<file path="config.mk">
export PLATFORM = sky130hd
export DESIGN_NAME = mem_arbiter
export DESIGN_NICKNAME = d
export VERILOG_FILES = /design/src/rtl/mem_arbiter.sv
export SDC_FILE = /design/constraint.sdc
export NUM_CORES = 1
export LEC_CHECK = 0
export CELL_PAD_IN_SITES_DETAIL_PLACEMENT = 0
export CELL_PAD_IN_SITES_GLOBAL_PLACEMENT = 2
export CORE_MARGIN = 1
export CORE_UTILIZATION = 21
export CTS_CLUSTER_SIZE = 8
export DETAILED_ROUTE_END_ITERATION = 8
export GPL_TIMING_DRIVEN = 1
export PLACE_DENSITY_LB_ADDON = 0.1
export SETUP_SLACK_MARGIN = 0.1
export SYNTH_ARGS = -nofsm -noshare
export SYNTH_HDL_FRONTEND = slang
export SYNTH_SLANG_ARGS = --single-unit
export TNS_END_PERCENT = 20
</file>
<file path="constraint.sdc">
create_clock -name clk -period 4 [get_ports clk]
set_input_delay 0.8 -clock clk [delete_from_list [all_inputs] [get_ports clk]]
set_output_delay 0.8 -clock clk [all_outputs]
set_load 0.02 [all_outputs]
</file>
<file path="src/rtl/mem_arbiter.sv">
// mem_arbiter: shares one memory port between the CPU native interface and the
// debug unit's memory-access port. Round-robin on conflicts, grant held until
// the memory completes, one-cycle ready pulse back to the owner.
// Optional build macro MEM_ARB_TIMEOUT_EN adds an access timeout with a sticky
// error flag; without it an access waits indefinitely and timeout_err is 0.
module mem_arbiter #(
    parameter int unsigned DBG_FIRST      = 1,
    parameter int unsigned TIMEOUT_CYCLES = 255
) (
    input  logic        clk,
    input  logic        n_reset,
    input  logic        cpu_valid,
    input  logic [31:0] cpu_addr,
    input  logic [31:0] cpu_wdata,
    input  logic [3:0]  cpu_wstrb,
    output logic [31:0] cpu_rdata,
    output logic        cpu_ready,
    input  logic        dbg_op,
    input  logic        dbg_rw,
    input  logic [31:0] dbg_addr,
    input  logic [31:0] dbg_wdata,
    output logic [31:0] dbg_rdata,
    output logic        dbg_rdy,
    output logic        mem_valid,
    output logic [31:0] mem_addr,
    output logic [31:0] mem_wdata,
    output logic [3:0]  mem_wstrb,
    input  logic [31:0] mem_rdata,
    input  logic        mem_ready,
    output logic [1:0]  owner,
    output logic        timeout_err
);

    localparam logic [1:0] ST_IDLE    = 2'd0;
    localparam logic [1:0] ST_CPU_ACC = 2'd1;
    localparam logic [1:0] ST_DBG_ACC = 2'd2;
    localparam logic [1:0] ST_DONE    = 2'd3;

    // Pretend the other side was granted last so DBG_FIRST wins the first conflict.
    localparam logic LAST_DBG_INIT = (DBG_FIRST == 0) ? 1'b1 : 1'b0;

    if (TIMEOUT_CYCLES < 1 || TIMEOUT_CYCLES > 255) begin : g_bad_timeout
        $error("mem_arbiter: TIMEOUT_CYCLES must be in 1..255");
    end

    logic [1:0]  state_q, state_d;
    logic        mem_valid_q, mem_valid_d;
    logic [31:0] mem_addr_q, mem_addr_d;
    logic [31:0] mem_wdata_q, mem_wdata_d;
    logic [3:0]  mem_wstrb_q, mem_wstrb_d;
    logic [31:0] cpu_rdata_q, cpu_rdata_d;
    logic        cpu_ready_q, cpu_ready_d;
    logic [31:0] dbg_rdata_q, dbg_rdata_d;
    logic        dbg_rdy_q, dbg_rdy_d;
    logic [1:0]  owner_q, owner_d;
    logic        last_dbg_q, last_dbg_d;
    logic        pick_dbg;
    logic        acc_done;
    logic [31:0] acc_data;
`ifdef MEM_ARB_TIMEOUT_EN
    localparam logic [7:0] TIMEOUT_VAL = 8'(TIMEOUT_CYCLES);
    logic [7:0]  cnt_q, cnt_d;
    logic        timeout_err_q, timeout_err_d;
`endif

    // Next-state: arbitration in IDLE, completion/abort in the access states.
    always_comb begin
        state_d     = state_q;
        mem_valid_d = mem_valid_q;
        mem_addr_d  = mem_addr_q;
        mem_wdata_d = mem_wdata_q;
        mem_wstrb_d = mem_wstrb_q;
        cpu_rdata_d = cpu_rdata_q;
        cpu_ready_d = 1'b0;
        dbg_rdata_d = dbg_rdata_q;
        dbg_rdy_d   = 1'b0;
        owner_d     = owner_q;
        last_dbg_d  = last_dbg_q;
        acc_done    = 1'b0;
        acc_data    = mem_rdata;
        // Debug wins if alone, or on a conflict when CPU was granted last.
        pick_dbg    = dbg_op && (!cpu_valid || !last_dbg_q);
`ifdef MEM_ARB_TIMEOUT_EN
        cnt_d         = cnt_q;
        timeout_err_d = timeout_err_q;
`endif
        case (state_q)
            ST_IDLE: begin
                if (cpu_valid || dbg_op) begin
                    mem_valid_d = 1'b1;
`ifdef MEM_ARB_TIMEOUT_EN
                    cnt_d       = 8'd0;
`endif
                    if (pick_dbg) begin
                        mem_addr_d  = dbg_addr;
                        mem_wdata_d = dbg_wdata;
                        mem_wstrb_d = dbg_rw ? 4'h0 : 4'hF;
                        owner_d     = 2'b10;
                        last_dbg_d  = 1'b1;
                        state_d     = ST_DBG_ACC;
                    end else begin
                        mem_addr_d  = cpu_addr;
                        mem_wdata_d = cpu_wdata;
                        mem_wstrb_d = cpu_wstrb;
                        owner_d     = 2'b01;
                        last_dbg_d  = 1'b0;
                        state_d     = ST_CPU_ACC;
                    end
                end
            end
            ST_CPU_ACC, ST_DBG_ACC: begin
                if (mem_ready) begin
                    acc_done = 1'b1;
                end
`ifdef MEM_ARB_TIMEOUT_EN
                else if (cnt_q + 8'd1 == TIMEOUT_VAL) begin
                    acc_done      = 1'b1;
                    acc_data      = 32'hDEADBEEF;
                    timeout_err_d = 1'b1;
                end else begin
                    cnt_d = cnt_q + 8'd1;
                end
`endif
                if (acc_done) begin
                    mem_valid_d = 1'b0;
                    state_d     = ST_DONE;
                    if (state_q == ST_CPU_ACC) begin
                        cpu_rdata_d = acc_data;
                        cpu_ready_d = 1'b1;
                    end else begin
                        dbg_rdata_d = acc_data;
                        dbg_rdy_d   = 1'b1;
                    end
                end
            end
            ST_DONE: begin
                // Bubble so the finished requester can drop its request.
                owner_d = 2'b00;
                state_d = ST_IDLE;
            end
            default: state_d = ST_IDLE;
        endcase
    end

    // State and output registers with synchronous active-low reset.
    always_ff @(posedge clk) begin
        if (!n_reset) begin
            state_q     <= ST_IDLE;
            mem_valid_q <= 1'b0;
            mem_addr_q  <= 32'd0;
            mem_wdata_q <= 32'd0;
            mem_wstrb_q <= 4'd0;
            cpu_rdata_q <= 32'd0;
            cpu_ready_q <= 1'b0;
            dbg_rdata_q <= 32'd0;
            dbg_rdy_q   <= 1'b0;
            owner_q     <= 2'b00;
            last_dbg_q  <= LAST_DBG_INIT;
        end else begin
            state_q     <= state_d;
            mem_valid_q <= mem_valid_d;
            mem_addr_q  <= mem_addr_d;
            mem_wdata_q <= mem_wdata_d;
            mem_wstrb_q <= mem_wstrb_d;
            cpu_rdata_q <= cpu_rdata_d;
            cpu_ready_q <= cpu_ready_d;
            dbg_rdata_q <= dbg_rdata_d;
            dbg_rdy_q   <= dbg_rdy_d;
            owner_q     <= owner_d;
            last_dbg_q  <= last_dbg_d;
        end
    end

`ifdef MEM_ARB_TIMEOUT_EN
    // Timeout counter and sticky error flag.
    always_ff @(posedge clk) begin
        if (!n_reset) begin
            cnt_q         <= 8'd0;
            timeout_err_q <= 1'b0;
        end else begin
            cnt_q         <= cnt_d;
            timeout_err_q <= timeout_err_d;
        end
    end

    assign timeout_err = timeout_err_q;
`else
    assign timeout_err = 1'b0;
`endif

    assign mem_valid = mem_valid_q;
    assign mem_addr  = mem_addr_q;
    assign mem_wdata = mem_wdata_q;
    assign mem_wstrb = mem_wstrb_q;
    assign cpu_rdata = cpu_rdata_q;
    assign cpu_ready = cpu_ready_q;
    assign dbg_rdata = dbg_rdata_q;
    assign dbg_rdy   = dbg_rdy_q;
    assign owner     = owner_q;

endmodule

</file>
# Word-level counts from Yosys, hierarchy flattened
# Cells that the tools add are included.
# classes
eq_ne,5
n_mux,17
n_bitwise,1
n_reduce_logical,16
# ops
op,n
two-way mux 32 bit,2
AND reduction 3 bit,4
two-way mux 4 bit,2
two-way mux 1 bit,7
two-way mux 2 bit,3
case mux 2 bit (3 select lines),1
AND reduction 2 bit,3
equality test 2 bit (second input constant),2
!= test 2 bit (second input constant),2
case mux 2 bit (2 select lines),1
nonzero test 2 bit,2
equality test 2 x 1 -> 1 bit (second input constant),1
zero test 1 bit,2
zero test 2 bit,1
logical OR 1 bit,2
case mux 1 bit (2 select lines),1
OR reduction 2 bit,1
logical AND 1 bit,1
inverter 1 bit,1
# totals
register_bits,140

# Longest topological paths before layout
# logic_depth
depth_word,6
depth_mapped,8

# Worst setup path after synthesis
# Ideal clock, no wire load.
# synth_timing
kind,input port to flip-flop
start,in cpu_valid
end,reg state_q[0]
arrival_time_ns,1.823
required_ns,3.879
setup_slack_ns,2.057
stages,4
n_path_buf,1
path_cell_list,buf_2 -> or3b_2 -> nand2_1 -> mux2_2
# synth_via
elab_chain_cells,6
word_cells_on_any_way,9
classes_between,eq/ne (1); mux (3); reduce/logical (5)
# synth_lines
item,line_no,text
from (decl),12,"input logic cpu_valid,"
zero test 1 bit,82,pick_dbg = dbg_op && (!cpu_valid || !last_dbg_q);
logical OR 1 bit,82,
logical AND 1 bit,82,
two-way mux 2 bit,94,if (pick_dbg) begin
two-way mux 2 bit,89,if (cpu_valid || dbg_op) begin
case mux 2 bit (3 select lines),87,case (state_q)
to (signal assigned),160,state_q <= state_d;
to (decl),46,"logic [1:0] state_q, state_d;"
# Parallel ways exist; a longest one is shown, timed or not. The select of a mux whose other input is x is not followed.
# A chain may end at the register's enable or synchronous reset.

# Worst setup path in the final report
# layout_timing
start,in cpu_valid
end,"reg mem_wstrb_q[1], in the netlist mem_wstrb[1]"
# layout_via
elab_chain_cells,4
word_cells_on_any_way,6
classes_between,mux (1); reduce/logical (5)
# layout_lines
item,line_no,text
zero test 1 bit,82,
logical OR 1 bit,82,
logical AND 1 bit,82,
two-way mux 4 bit,94,
to (signal assigned),164,mem_wstrb_q <= mem_wstrb_d;
to (decl),50,"logic [3:0] mem_wstrb_q, mem_wstrb_d;"
# Parallel ways exist; a longest one is shown, timed or not.

==> results.toml <==
[run_status]
status = "finished clean"

[detailed_routing]
avgViaCountPerCell = 4.329
post_drt_wl_per_cell_microns = 16.08
vias = 5758
antenna_left = 0
drc = 0
drt_iter0_drc = 265
drt-pass1-iter-count = 4
wirelength_microns = 21390

[logic_synthesis]
syn_area_sq_mm = 0.005474
synth_simple_gate_area_share_pct = 15.73
synth-compound-area-share_pct = 26.19
avgSynthCellArea_sq_um = 7.754
synth_top_family_by_area = "compound AO/OA/AOI/OAI gates"
synth_top_cell_area_share_pct = 51.20
ys_types = 33
synthAdderAreaFrac_pct = 1.143
synth_mux_area_share_pct = 0.2057
syn_nets = 881
ys_warn_count = 0
synth_area_leaders = "dfxtp_1 (51%), a21oi_1 (18%), nand2_1 (14%), o21ai_0 (6.3%), clkbuf_1 (2.1%)"
ys_ff_latch = 140
synthXorXnorAreaFrac_pct = 0
synth.largest_area_cell = "dfxtp_1"
ys_seq_area_share_pct = 51.20
synth_cells = 706

[cts]
h-tree-depth = 4
cts_resized = 0
root_buffer = "clkbuf_16"
clkTransAtPathRegs_ps = 60
cts_buffers = 17
clock_latency_ps = 430
cts_buffer_depth = 2
cts_tree = "done"
post_cts_buffers = 0
cts.sinks = 140
holdBufCountCts = 0

[global_route]
grt_max_degree = 70
grt_pass1_wl_microns = 32750
gr-total-overflow = 0
antenna_found_initial = 1
track_usage_pct = 15.99
grt_pass1_vias = 5907

[worst_hold_path]
holdPathEnd = "cpu_rdata[29]$_SDFFE_PN0P_"
min_delay_path_depth = 2
hp-start = "cpu_rdata[29]$_SDFFE_PN0P_"
hp-class = "reg2reg"

[timing]
slew_headroom_pct = 50.94
fin_crit_ps = 2492
clock_skew_ps = 16.37
setup_viol = 0
max_freq_ghz = 0.4012
setup_tns_ps = 0
finalCritPeriodShare_pct = 62.31
rsz0062_at_grt = "false"
drv_slew = 0
hold_violations = 0
worst_pin_slew_ps = 735.9

[die]
core_area_sq_mm = 0.02540
die_h_microns = 163.5
start_util_pct = 21.55
ios = 308
num_rows = 58
die-area_sq_mm = 0.02672
chipWidth_microns = 163.5

[worst_setup_path]
slowest_stage = "clkdlybuf4s50_1"
arrival_ps = 2800
rr_endpoint = "mem_wstrb[1]$_SDFFE_PN0P_"
reg2reg_slack_ps = 1730
reg2reg_from = "state_q[1]$_SDFFE_PN0P_"
critPathKind = "in2reg"
critPathMaxStageDelay_ps = 720
worst_ep_required_time_ps = 4300
critPathCaptureType = "flop"
path_max_fanout = 35
crit_path_cell_trace = "clkdlybuf4s50_1, o21a_2, buf_4, o21a_4, a21oi_1"
start_kind = "input port"
reg2regPathDepth = 6

[finish]
final_cell_mix = "clkdlybuf4s50_1 (305), nand2_1 (201), a21oi_1 (198), dfxtp_1 (140), o21ai_0 (69)"
nets = 1162
area_growth_pct = 71.11
diodes = 0
drive_gt1_share_pct = 5.600
final_common_cell = "clkdlybuf4s50_1"

[placement]
dpl.hpwl_microns = 14740
io_buffers = 306
gp_congestion = 0.7424

[pwr]
p_per_area_mw_per_mm2 = 647.9
finalPower_mw = 6.069
p_leak_nw = 3.410
peakVddDrop_uv = 294.6

[job]
maxCapViolations = 0
==> sequential cells by signal, indices dropped and copies added (netlist names) <==
register    flops
last_dbg_q      1
mem_addr       32
mem_wstrb       4
dbg_rdy         1
owner           2
mem_wdata      32
cpu_rdata      32
dbg_rdata      32
mem_valid       1
state_q         2
cpu_ready       1
==> worst max-delay path, delay by kind of cell <==
family / cells / cell delay [ps]
AO/OA/AOI/OAI: 3 / 920
buffers and inverters: 2 / 1060
==> Yosys cell counts, drive strengths merged <==
cell    count
nor3b       1
and2        1
a21boi      1
nand4       1
a311oi      1
a21bo       1
ha          5
nor2        4
nand3b      3
a211oi      1
dfxtp     140
a31oi       1
or3b        2
a221oi      1
clkbuf     31
o21ai      71
nand3       2
mux2        1
conb        1
nand2     201
o21a        2
buf        28
and3b       1
a21oi     199
inv         4
nand2b      2
==> final cells by class <==
| class | count | area (sq um) |
|---|---|---|
| clock buffer | 19 | 432.9 |
| clock inverter | 13 | 118.9 |
| fill | 2657 | 16030 |
| inverter | 4 | 15.01 |
| multi-input combinational | 503 | 2389 |
| sequential | 140 | 2803 |
| tap | 330 | 412.9 |
| timing repair buffer | 321 | 3196 |
==> stage by stage <==
stage          setup WS [ps]  hold WS (ps)  instance area [sq um]  cells  utilization (%)
6_report                1508         452.4                   9366   1330            36.88
5_1_grt                 1324         472.8                   9366   1330            36.88
4_1_cts                 1488         455.9                   9366   1330            36.88
3_5_place_dp            1033         446.8                   8815   1298            34.70
3_3_place_gp            1074         442.7                   8815   1298            34.70
2_1_floorplan           2057         472.2                   5474    706                -
==> power by group <==
| group | switching, mW | internal (mW) |
|---|---|---|
| registers | 0.184 | 1.77 |
| logic | 1.47 | 1.13 |
| clock network | 0.652 | 0.859 |
==> layer usage <==
metal	track usage (%)	part of all wire, %
met5	0	0.061
met1	19.26	44
met2	26.39	47
met3	5.993	7.5
met4	4.545	1.4
==> cells by family after synthesis <==
kind of cell             after synthesis
adder cells (fa/ha/maj)                5
AND/OR/NAND/NOR                      218
buffers and inverters                 63
flip-flops                           140
other                                  1
AO/OA/AOI/OAI                        278
multiplexers                           1
==> worst max-delay path by stage <==
stage / startpoint / cells after the start / end
after global routing: cpu_valid / 5 / mem_wdata[14]$_SDFFE_PN0P_
after detailed placement: cpu_valid / 5 / mem_wstrb[1]$_SDFFE_PN0P_
final: cpu_valid / 5 / mem_wstrb[1]$_SDFFE_PN0P_
after CTS: cpu_valid / 5 / mem_wstrb[1]$_SDFFE_PN0P_
after floorplan: cpu_valid / 4 / state_q[0]$_SDFFE_PN0P_
after global placement: cpu_valid / 5 / mem_wstrb[3]$_SDFFE_PN0P_
Power figures use the tool's default switching activity.
